<file path="config.mk">
export PLATFORM = sky130hd
export DESIGN_NAME = control_sequencer
export DESIGN_NICKNAME = d
export VERILOG_FILES = /design/src/rtl/cpu_ctrl_pkg.sv /design/src/rtl/control_sequencer_opcode_class.sv /design/src/rtl/control_sequencer.sv
export SDC_FILE = /design/constraint.sdc
export NUM_CORES = 1
export LEC_CHECK = 0
export CORE_MARGIN = 2
export CORE_UTILIZATION = 35
export CTS_BUF_LIST = sky130_fd_sc_hd__clkbuf_2
export DETAILED_ROUTE_END_ITERATION = 12
export GPL_TIMING_DRIVEN = 0
export PLACE_DENSITY = 0.74
export SLEW_MARGIN = 10
export SYNTH_ARGS = -nofsm -noshare
export SYNTH_HDL_FRONTEND = slang
export SYNTH_SLANG_ARGS = --single-unit
</file>
<file path="constraint.sdc">
create_clock -name clock -period 3.5 [get_ports clock]
set_input_delay 0.35 -clock clock [delete_from_list [all_inputs] [get_ports clock]]
set_output_delay 0.35 -clock clock [all_outputs]
set_load 0.03 [all_outputs]
</file>
<file path="src/rtl/cpu_ctrl_pkg.sv">
// rtl/cpu_ctrl_pkg.sv - shared states, opcode constants and instruction classes for control_sequencer
// Purpose: types and constants shared by control_sequencer and opcode_class.
// Ports: none (package).
package cpu_ctrl_pkg;

    typedef enum logic [3:0] {
        S_RST,
        S_T0,
        S_T1,
        S_T2,
        S_T3,
        S_T4,
        S_T5,
        S_T6,
        S_T7,
        S_PAUSE,
        S_HALT
    } state_t;

    typedef enum logic [3:0] {
        C_ALU3,
        C_ALUI,
        C_LDI,
        C_LD,
        C_ST,
        C_BR,
        C_JR,
        C_NOP,
        C_HALT
    } iclass_t;

    localparam logic [4:0] OP_LD         = 5'b00000;
    localparam logic [4:0] OP_LDI        = 5'b00001;
    localparam logic [4:0] OP_ST         = 5'b00010;
    localparam logic [4:0] OP_ALU3_FIRST = 5'b00011;
    localparam logic [4:0] OP_ALU3_LAST  = 5'b01011;
    localparam logic [4:0] OP_ADDI       = 5'b01100;
    localparam logic [4:0] OP_ANDI       = 5'b01101;
    localparam logic [4:0] OP_ORI        = 5'b01110;
    localparam logic [4:0] OP_BR         = 5'b10011;
    localparam logic [4:0] OP_JR         = 5'b10100;
    localparam logic [4:0] OP_NOP        = 5'b11010;
    localparam logic [4:0] OP_HALT       = 5'b11011;

    localparam logic [4:0] ALU_ADD = 5'b00011;
    localparam logic [4:0] ALU_INC = 5'b11111;

endpackage

</file>
<file path="src/rtl/control_sequencer_opcode_class.sv">
// rtl/control_sequencer_opcode_class.sv - combinational opcode to instruction-class decoder
// Purpose: map a 5-bit opcode to the instruction class that selects the T3..T7 sequence.
// Ports: opcode (in, 5) - ir[31:27]; iclass (out) - decoded class, unsupported opcodes decode as C_NOP.
module opcode_class
    import cpu_ctrl_pkg::*;
(
    input  logic [4:0] opcode,
    output iclass_t    iclass
);

    always_comb begin
        iclass = C_NOP;
        if (opcode >= OP_ALU3_FIRST && opcode <= OP_ALU3_LAST) begin
            iclass = C_ALU3;
        end else begin
            case (opcode)
                OP_LD:                    iclass = C_LD;
                OP_LDI:                   iclass = C_LDI;
                OP_ST:                    iclass = C_ST;
                OP_ADDI, OP_ANDI, OP_ORI: iclass = C_ALUI;
                OP_BR:                    iclass = C_BR;
                OP_JR:                    iclass = C_JR;
                OP_HALT:                  iclass = C_HALT;
                default:                  iclass = C_NOP;
            endcase
        end
    end

endmodule

</file>
<file path="src/rtl/control_sequencer.sv">
// rtl/control_sequencer.sv - Moore control-step sequencer for a single-bus CPU datapath
// Purpose: steps RST/T0..T7/PAUSE/HALT and decodes datapath strobes from state and opcode.
// Ports: clock, reset (async, active-high); ir (32, opcode in [31:27]); con_ff branch condition;
//        mem_ready memory handshake; stop pause request; 1-bit datapath strobes; gra/grb/grc/rin/
//        rout/ba_out register select; run (low in PAUSE/HALT); alu_op (5) ALU operation.
module control_sequencer
    import cpu_ctrl_pkg::*;
(
    input  logic        clock,
    input  logic        reset,
    input  logic [31:0] ir,
    input  logic        con_ff,
    input  logic        mem_ready,
    input  logic        stop,
    output logic        pc_out,
    output logic        pc_in,
    output logic        inc_pc,
    output logic        mar_in,
    output logic        mdr_in,
    output logic        mdr_out,
    output logic        read,
    output logic        write,
    output logic        ir_in,
    output logic        y_in,
    output logic        zlow_in,
    output logic        zlow_out,
    output logic        c_out,
    output logic        con_in,
    output logic        gra,
    output logic        grb,
    output logic        grc,
    output logic        rin,
    output logic        rout,
    output logic        ba_out,
    output logic        run,
    output logic [4:0]  alu_op
);

    state_t  state_q, state_d;
    iclass_t iclass;
    state_t  boundary;
    logic    unused_ir_bits;

    assign unused_ir_bits = ^ir[26:0];

    opcode_class u_opcode_class (
        .opcode (ir[31:27]),
        .iclass (iclass)
    );

    // Every instruction end funnels through here so stop is only honoured between instructions.
    assign boundary = stop ? S_PAUSE : S_T0;

    always_ff @(posedge clock or posedge reset) begin
        if (reset) begin
            state_q <= S_RST;
        end else begin
            state_q <= state_d;
        end
    end

    always_comb begin
        state_d = state_q;
        case (state_q)
            S_RST: state_d = S_T0;
            S_T0:  state_d = S_T1;
            S_T1:  state_d = mem_ready ? S_T2 : S_T1;
            S_T2: begin
                case (iclass)
                    C_HALT:  state_d = S_HALT;
                    C_NOP:   state_d = boundary;
                    default: state_d = S_T3;
                endcase
            end
            S_T3:  state_d = (iclass == C_JR) ? boundary : S_T4;
            S_T4:  state_d = S_T5;
            S_T5: begin
                case (iclass)
                    C_LD, C_ST, C_BR: state_d = S_T6;
                    default:          state_d = boundary;
                endcase
            end
            S_T6: begin
                case (iclass)
                    C_LD:    state_d = mem_ready ? S_T7 : S_T6;
                    C_ST:    state_d = S_T7;
                    default: state_d = boundary;
                endcase
            end
            // Only st writes in T7; ld's T7 is a register transfer and does not wait.
            S_T7:    state_d = (iclass != C_ST || mem_ready) ? boundary : S_T7;
            S_PAUSE: state_d = stop ? S_PAUSE : S_T0;
            S_HALT:  state_d = S_HALT;
            default: state_d = S_RST;
        endcase
    end

    always_comb begin
        pc_out   = 1'b0;
        pc_in    = 1'b0;
        inc_pc   = 1'b0;
        mar_in   = 1'b0;
        mdr_in   = 1'b0;
        mdr_out  = 1'b0;
        read     = 1'b0;
        write    = 1'b0;
        ir_in    = 1'b0;
        y_in     = 1'b0;
        zlow_in  = 1'b0;
        zlow_out = 1'b0;
        c_out    = 1'b0;
        con_in   = 1'b0;
        gra      = 1'b0;
        grb      = 1'b0;
        grc      = 1'b0;
        rin      = 1'b0;
        rout     = 1'b0;
        ba_out   = 1'b0;
        run      = 1'b1;
        alu_op   = 5'b00000;
        case (state_q)
            S_T0: begin
                pc_out  = 1'b1;
                mar_in  = 1'b1;
                inc_pc  = 1'b1;
                zlow_in = 1'b1;
                alu_op  = ALU_INC;
            end
            S_T1: begin
                zlow_out = 1'b1;
                pc_in    = 1'b1;
                read     = 1'b1;
                mdr_in   = 1'b1;
            end
            S_T2: begin
                mdr_out = 1'b1;
                ir_in   = 1'b1;
            end
            S_T3: begin
                case (iclass)
                    C_ALU3, C_ALUI: begin grb = 1'b1; rout = 1'b1; y_in = 1'b1; end
                    C_LDI, C_LD, C_ST: begin grb = 1'b1; ba_out = 1'b1; y_in = 1'b1; end
                    C_BR: begin gra = 1'b1; rout = 1'b1; con_in = 1'b1; end
                    C_JR: begin gra = 1'b1; rout = 1'b1; pc_in = 1'b1; end
                    default: ;
                endcase
            end
            S_T4: begin
                case (iclass)
                    C_ALU3: begin grc = 1'b1; rout = 1'b1; zlow_in = 1'b1; alu_op = ir[31:27]; end
                    C_ALUI: begin c_out = 1'b1; zlow_in = 1'b1; alu_op = ir[31:27]; end
                    C_LDI, C_LD, C_ST: begin c_out = 1'b1; zlow_in = 1'b1; alu_op = ALU_ADD; end
                    C_BR: begin pc_out = 1'b1; y_in = 1'b1; end
                    default: ;
                endcase
            end
            S_T5: begin
                case (iclass)
                    C_ALU3, C_ALUI, C_LDI: begin zlow_out = 1'b1; gra = 1'b1; rin = 1'b1; end
                    C_LD, C_ST: begin zlow_out = 1'b1; mar_in = 1'b1; end
                    C_BR: begin c_out = 1'b1; zlow_in = 1'b1; alu_op = ALU_ADD; end
                    default: ;
                endcase
            end
            S_T6: begin
                case (iclass)
                    C_LD: begin read = 1'b1; mdr_in = 1'b1; end
                    C_ST: begin gra = 1'b1; rout = 1'b1; mdr_in = 1'b1; end
                    // Branch target already sits in Z; taking it is just loading PC from Z.
                    C_BR: begin zlow_out = con_ff; pc_in = con_ff; end
                    default: ;
                endcase
            end
            S_T7: begin
                case (iclass)
                    C_LD: begin mdr_out = 1'b1; gra = 1'b1; rin = 1'b1; end
                    C_ST: write = 1'b1;
                    default: ;
                endcase
            end
            S_PAUSE, S_HALT: run = 1'b0;
            default: ;
        endcase
    end

endmodule

</file>
* Word-level counts from Yosys, hierarchy flattened
Memories as Yosys holds them, arrays and structs flattened. Index checks and enable logic that the tools add are counted.
Cells by class: add/sub/neg operators 0, $mul 0, div/mod/pow operators 0, order comparisons 2, equal/unequal tests 19, shifts and indexed selects 0, multiplexer cells 47, bitwise gates (word level) 0, reductions and logical operators 14
Operator list (count):
- $pmux 4 s11 | 1
- $eq 4x3->1 const B | 8
- $mux 4 | 6
- $mux 1 | 22
- $eq 4x2->1 const B | 4
- $eq 4x4->1 const B | 4
- $pmux 1 s2 | 8
- $pmux 4 s2 | 2
- $pmux 5 s3 | 1
- $pmux 1 s3 | 4
- $pmux 5 s2 | 1
- $reduce_or 3->1 | 3
- $eq 4x1->1 const B | 2
- $logic_not 4->1 | 2
- $reduce_or 2->1 | 4
- $reduce_or 4->1 | 2
- $ge 5x2->1 const B | 1
- $le 5x4->1 const B | 1
- $reduce_or 5->1 | 1
- $ne 4x3->1 const B | 1
- $pmux 1 s4 | 1
- $mux 2 | 1
- $logic_and 1x1->1 | 1
- $logic_or 1x1->1 | 1
Storage, ports and cells: register bits 4, latch bits 0, bits in writable memories 0, ROM bits 128, output and inout port bits 26, logic and storage cells 84, memories 1
Memory list:
- (no name shown) | depth 32, width 4, rd ports 1, clocked after Yosys merged registers in 0, wr ports 0, RTL line control_sequencer_opcode_class.sv:16 | case (opcode)

* Logic depth before layout (Yosys ltp)
word-level depth 7, mapped depth 9, depth with buffers taken out 8

* Modules after synthesis
Synthesis repeated with hierarchy kept, for this count alone.
Second synthesis, totals: cell total of the unflattened synthesis 149, area total of the unflattened synthesis 1138.6 um^2
By module, submodules not included:
- control_sequencer | times used 1, cells each 125, area an instance 952.2 um^2, sequential area each 100.1 um^2
- opcode_class | times used 1, cells each 24, area an instance 186.4 um^2, sequential area each 0.0 um^2

* Worst setup path before layout
No wires, ideal clock.
path kind input port to output port, from input ir[27], to output rout, arrival time 2.461 ns, data required time 3.150 ns, slack 0.689 ns, stages on the path 8, buffers on the path 1, cell sequence buf_6 inv_1 ha_1 inv_1 o311a_2 a21oi_1 nor2_1 o41ai_1
Between the ends: word-level cells in the longest chain between the ends 7
Ends and longest elaborated chain:
- start: declaration | RTL line control_sequencer.sv:11 | input logic [31:0] ir,
- parallel branches: the longest is 2 deep, another holds $mem_v2 32x4
- $mux 4 (*) | RTL line control_sequencer_opcode_class.sv:13 | if (opcode >= OP_ALU3_FIRST && opcode <= OP_ALU3_LAST) begin
- $eq 4x3->1, or another cell as far along | RTL line control_sequencer.sv:140 | case (iclass)
- $reduce_or 4->1 (no source line)
- $mux 1 | RTL line control_sequencer.sv:140
- $pmux 1 s3 (*) | RTL line control_sequencer.sv:121 | case (state_q)
- end: declaration | RTL line control_sequencer.sv:33 | output logic rout,
Mark *: on every way between the ends.

* Final worst setup path
from input ir[28], to output mdr_in
Between the ends: word-level cells in the longest chain between the ends 7
Ends and longest elaborated chain:
- parallel branches: the longest is 2 deep, another holds $mem_v2 32x4
- $mux 4 (*) | RTL line control_sequencer_opcode_class.sv:13
- $eq 4x3->1 or $eq 4x2->1 (tied branches) | RTL line control_sequencer.sv:166 | case (iclass)
- $reduce_or 2->1 (no source line) (*)
- $mux 1 (*) | RTL line control_sequencer.sv:166
- $pmux 1 s2 (*) | RTL line control_sequencer.sv:121
- end: declaration | RTL line control_sequencer.sv:19 | output logic mdr_in,
Marks and branches as above.

==> results.toml <==
[outcome]
status = "complete, no violations"

[cells_and_area]
drive_gt1_share_pct = 16.7
antenna_cells = 0
largest_reg_flops = 4
stdcell_count = 255
final_common_cell = "nand2_1"
final_cell_mix = "nand2_1, nor2_1, clkdlybuf4s50_1, dlymetal6s2s_1, o21ai_0"
nNetsFinal = 251
reg.largest.list = "state_q: 4 flops"
regMostFlops = "state_q"
synthToLayoutAreaGrowth_pct = 42.3

[synthesis]
netlist_area_sq_um = 1180
synth_warnings = 0
ys_seq_elements = 4
async_flop_share_pct = 100
syn_avg_cell_area_sq_um = 7.00
synthFlopType = "dfrtp_1"
synth_edf_count = 0
ys_types = 59
yosysSeqAreaShare_pct = 8.51
syn_inst = 168
synth_nets = 208

[setup_path]
arrival_ns = 3.01
crit_fanout = 8
r2r-start = "state_q[3]"
worst_ep_required_time_ns = 3.15
crit_family = "buffers and inverters"
cpPeakStageDelay_ns = 0.52
end_kind = "output pin"
rr_endpoint = "state_q[3]"
cp_slowest_cell = "clkdlybuf4s50_1"
r2r.worst_path.cells = 6
start_kind = "primary input"
crit_type = "primary input to output pin"
path_buf_inv = 6
r2r_slack_ns = 1.74
crit_chain = "clkdlybuf4s50_1, buf_6, inv_2, ha_1, inv_1, o311ai_4, buf_4, nor4_4, and3_1, o21a_2, a21o_1, dlygate4sd2_1"

[drt]
drcViolationCount = 0
drt_iter0_drc = 124
num_vias = 1464
firstDrtPassIters = 4
ant_nets = 0
viasPerCell = 5.74
wl_per_cell_microns = 15.0
wl_mm = 3.83

[cts]
cts_tree = "done"
hold_buffers = 0
clockBufferDepth = 2
cts_made_buffers = 3
clk_latency_ns = 0.22
htreeDepth = 1
clockRootBuffer = "clkbuf_2"
clkTransAtPathRegs_ns = 0.06
cts.sinks = 4

[sta]
finClkSkew_ns = 0.0140
slew_headroom_pct = 55.3
slew_violations = 0
worst_pin_slew_ns = 0.669
timing.fmax_mhz = 298
final-hold-violation-count = 0
fin_crit_sh_pct = 96.0
setup_tns_ns = 0
final-setup-viol-count = 0
rsz0062_at_grt = "no"
post-route-min-period_ns = 3.36

[die]
start_util_pct = 35.8
die_y_microns = 62.0
chipWidth_microns = 62.0
ioPinCount = 63
core_sq_um = 3280
rows = 21
fp.dieArea_sq_um = 3840

[place]
globalplace.congestion = 0.884
portBuffers = 35
dp.cells = 249
dpl.hpwl_mm = 2.89

[global_route]
grt-ovfl-total = 0
grt_usage_pct = 20.7
grt_pass1_wl_mm = 5.98
grt_pass1_vias = 1272
grt_antenna_before_repair = 0
grt_max_degree = 11

[run]
drv_cap = 0

[min_path]
hold_path_class = "primary input to async pin"

[power]
leakage_nw = 0.906
power.density_nw_per_um2 = 603
ir_worst_vdd_mv = 0.175
[stage by stage]
step	instance area, sq um	hold WS, ns	worst slack [ns]	total power [mW]	util [%]
floorplan	1180	0.116	0.689	0.657	-
global placement	1580	0.537	-0.157	0.955	48.2
detailed placement	1580	0.546	-0.150	0.966	48.2
CTS	1630	0.309	0.00478	1.01	49.5
global route	1670	0.322	0.00137	1.09	51.0
finish	1670	0.306	0.140	1.01	51.0
[synth_stat cells (all sizes together), types with 3 or more instances]
master   n  area share (%)
buf      7             5.1
o21ai   19             9.4
nor2b    9             5.0
clkbuf   4             1.3
nand2b   4             2.1
dfrtp    4             8.5
ha       3             3.2
nor2    19             6.5
nand3    8             3.4
a21boi   3             1.9
o211ai   3             2.8
nor3     8             3.4
inv      8             2.6
a21oi    9             3.8
o21a     3             2.0
nand2   18             5.7
[cells by family after synthesis]
family                     synth area share [%]
AOI/OAI and AO/OA                          39.0
xor gates and xnor gates                  0.745
adders and majority gates                  3.19
buffers and inverters                      8.94
DFF                                        8.51
muxes                                      1.81
and+or+nand+nor                            37.8
[layout make-up]
class                   count  area [sq um]
fillers                   327          1610
plain buffers              11          77.6
repair buffers             38           409
inverters                   8          30.0
flip-flops and latches      4           100
well taps                  46          57.6
clock buffers               3          15.0
multi-input cells         145           985
[metal layers]
layer  vias up  wire length, microns  global-route usage (%)
met5         -                     0                       0
met4         0                    74                    6.69
met3        10                   317                    3.52
met2        79                  1770                    33.0
met1       669                  1670                    28.4
li1        706                     -                       -
[worst register-to-register path: stages (launching register included)]
cell      delay [ns]
dfrtp_1         0.38
clkbuf_1        0.23
nor2b_1         0.26
nand3b_1        0.19
nor3_1          0.37
a221oi_2        0.12
o211ai_1        0.12
[power breakdown]
| part | leakage, nW | switching, mW | total [mW] | internal [mW] |
|---|---|---|---|---|
| sequential | 0.0503 | 0.0244 | 0.0927 | 0.0683 |
| combinational | 0.843 | 0.546 | 0.872 | 0.326 |
| clock | 0.0125 | 0.0217 | 0.0448 | 0.0231 |
[worst max-delay path by stage]
stage,startpoint,to,slack (ns),depth (start not counted)
after floorplan,ir[27],rout,0.69,8
after global placement,ir[28],c_out,-0.16,11
after detailed placement,ir[28],alu_op[1],-0.15,11
after CTS,ir[28],rin,0.005,10
after global routing,ir[28],mdr_in,0.001,12
final,ir[28],mdr_in,0.14,12
[timing repair]
item,CTS,global route
gates resized for setup,4,18
cloned,0,0
setup endpoints to repair,12,17
setup buffers,3,0
pin swaps,2,1
Note: power is estimated with default switching activity, not from simulation.
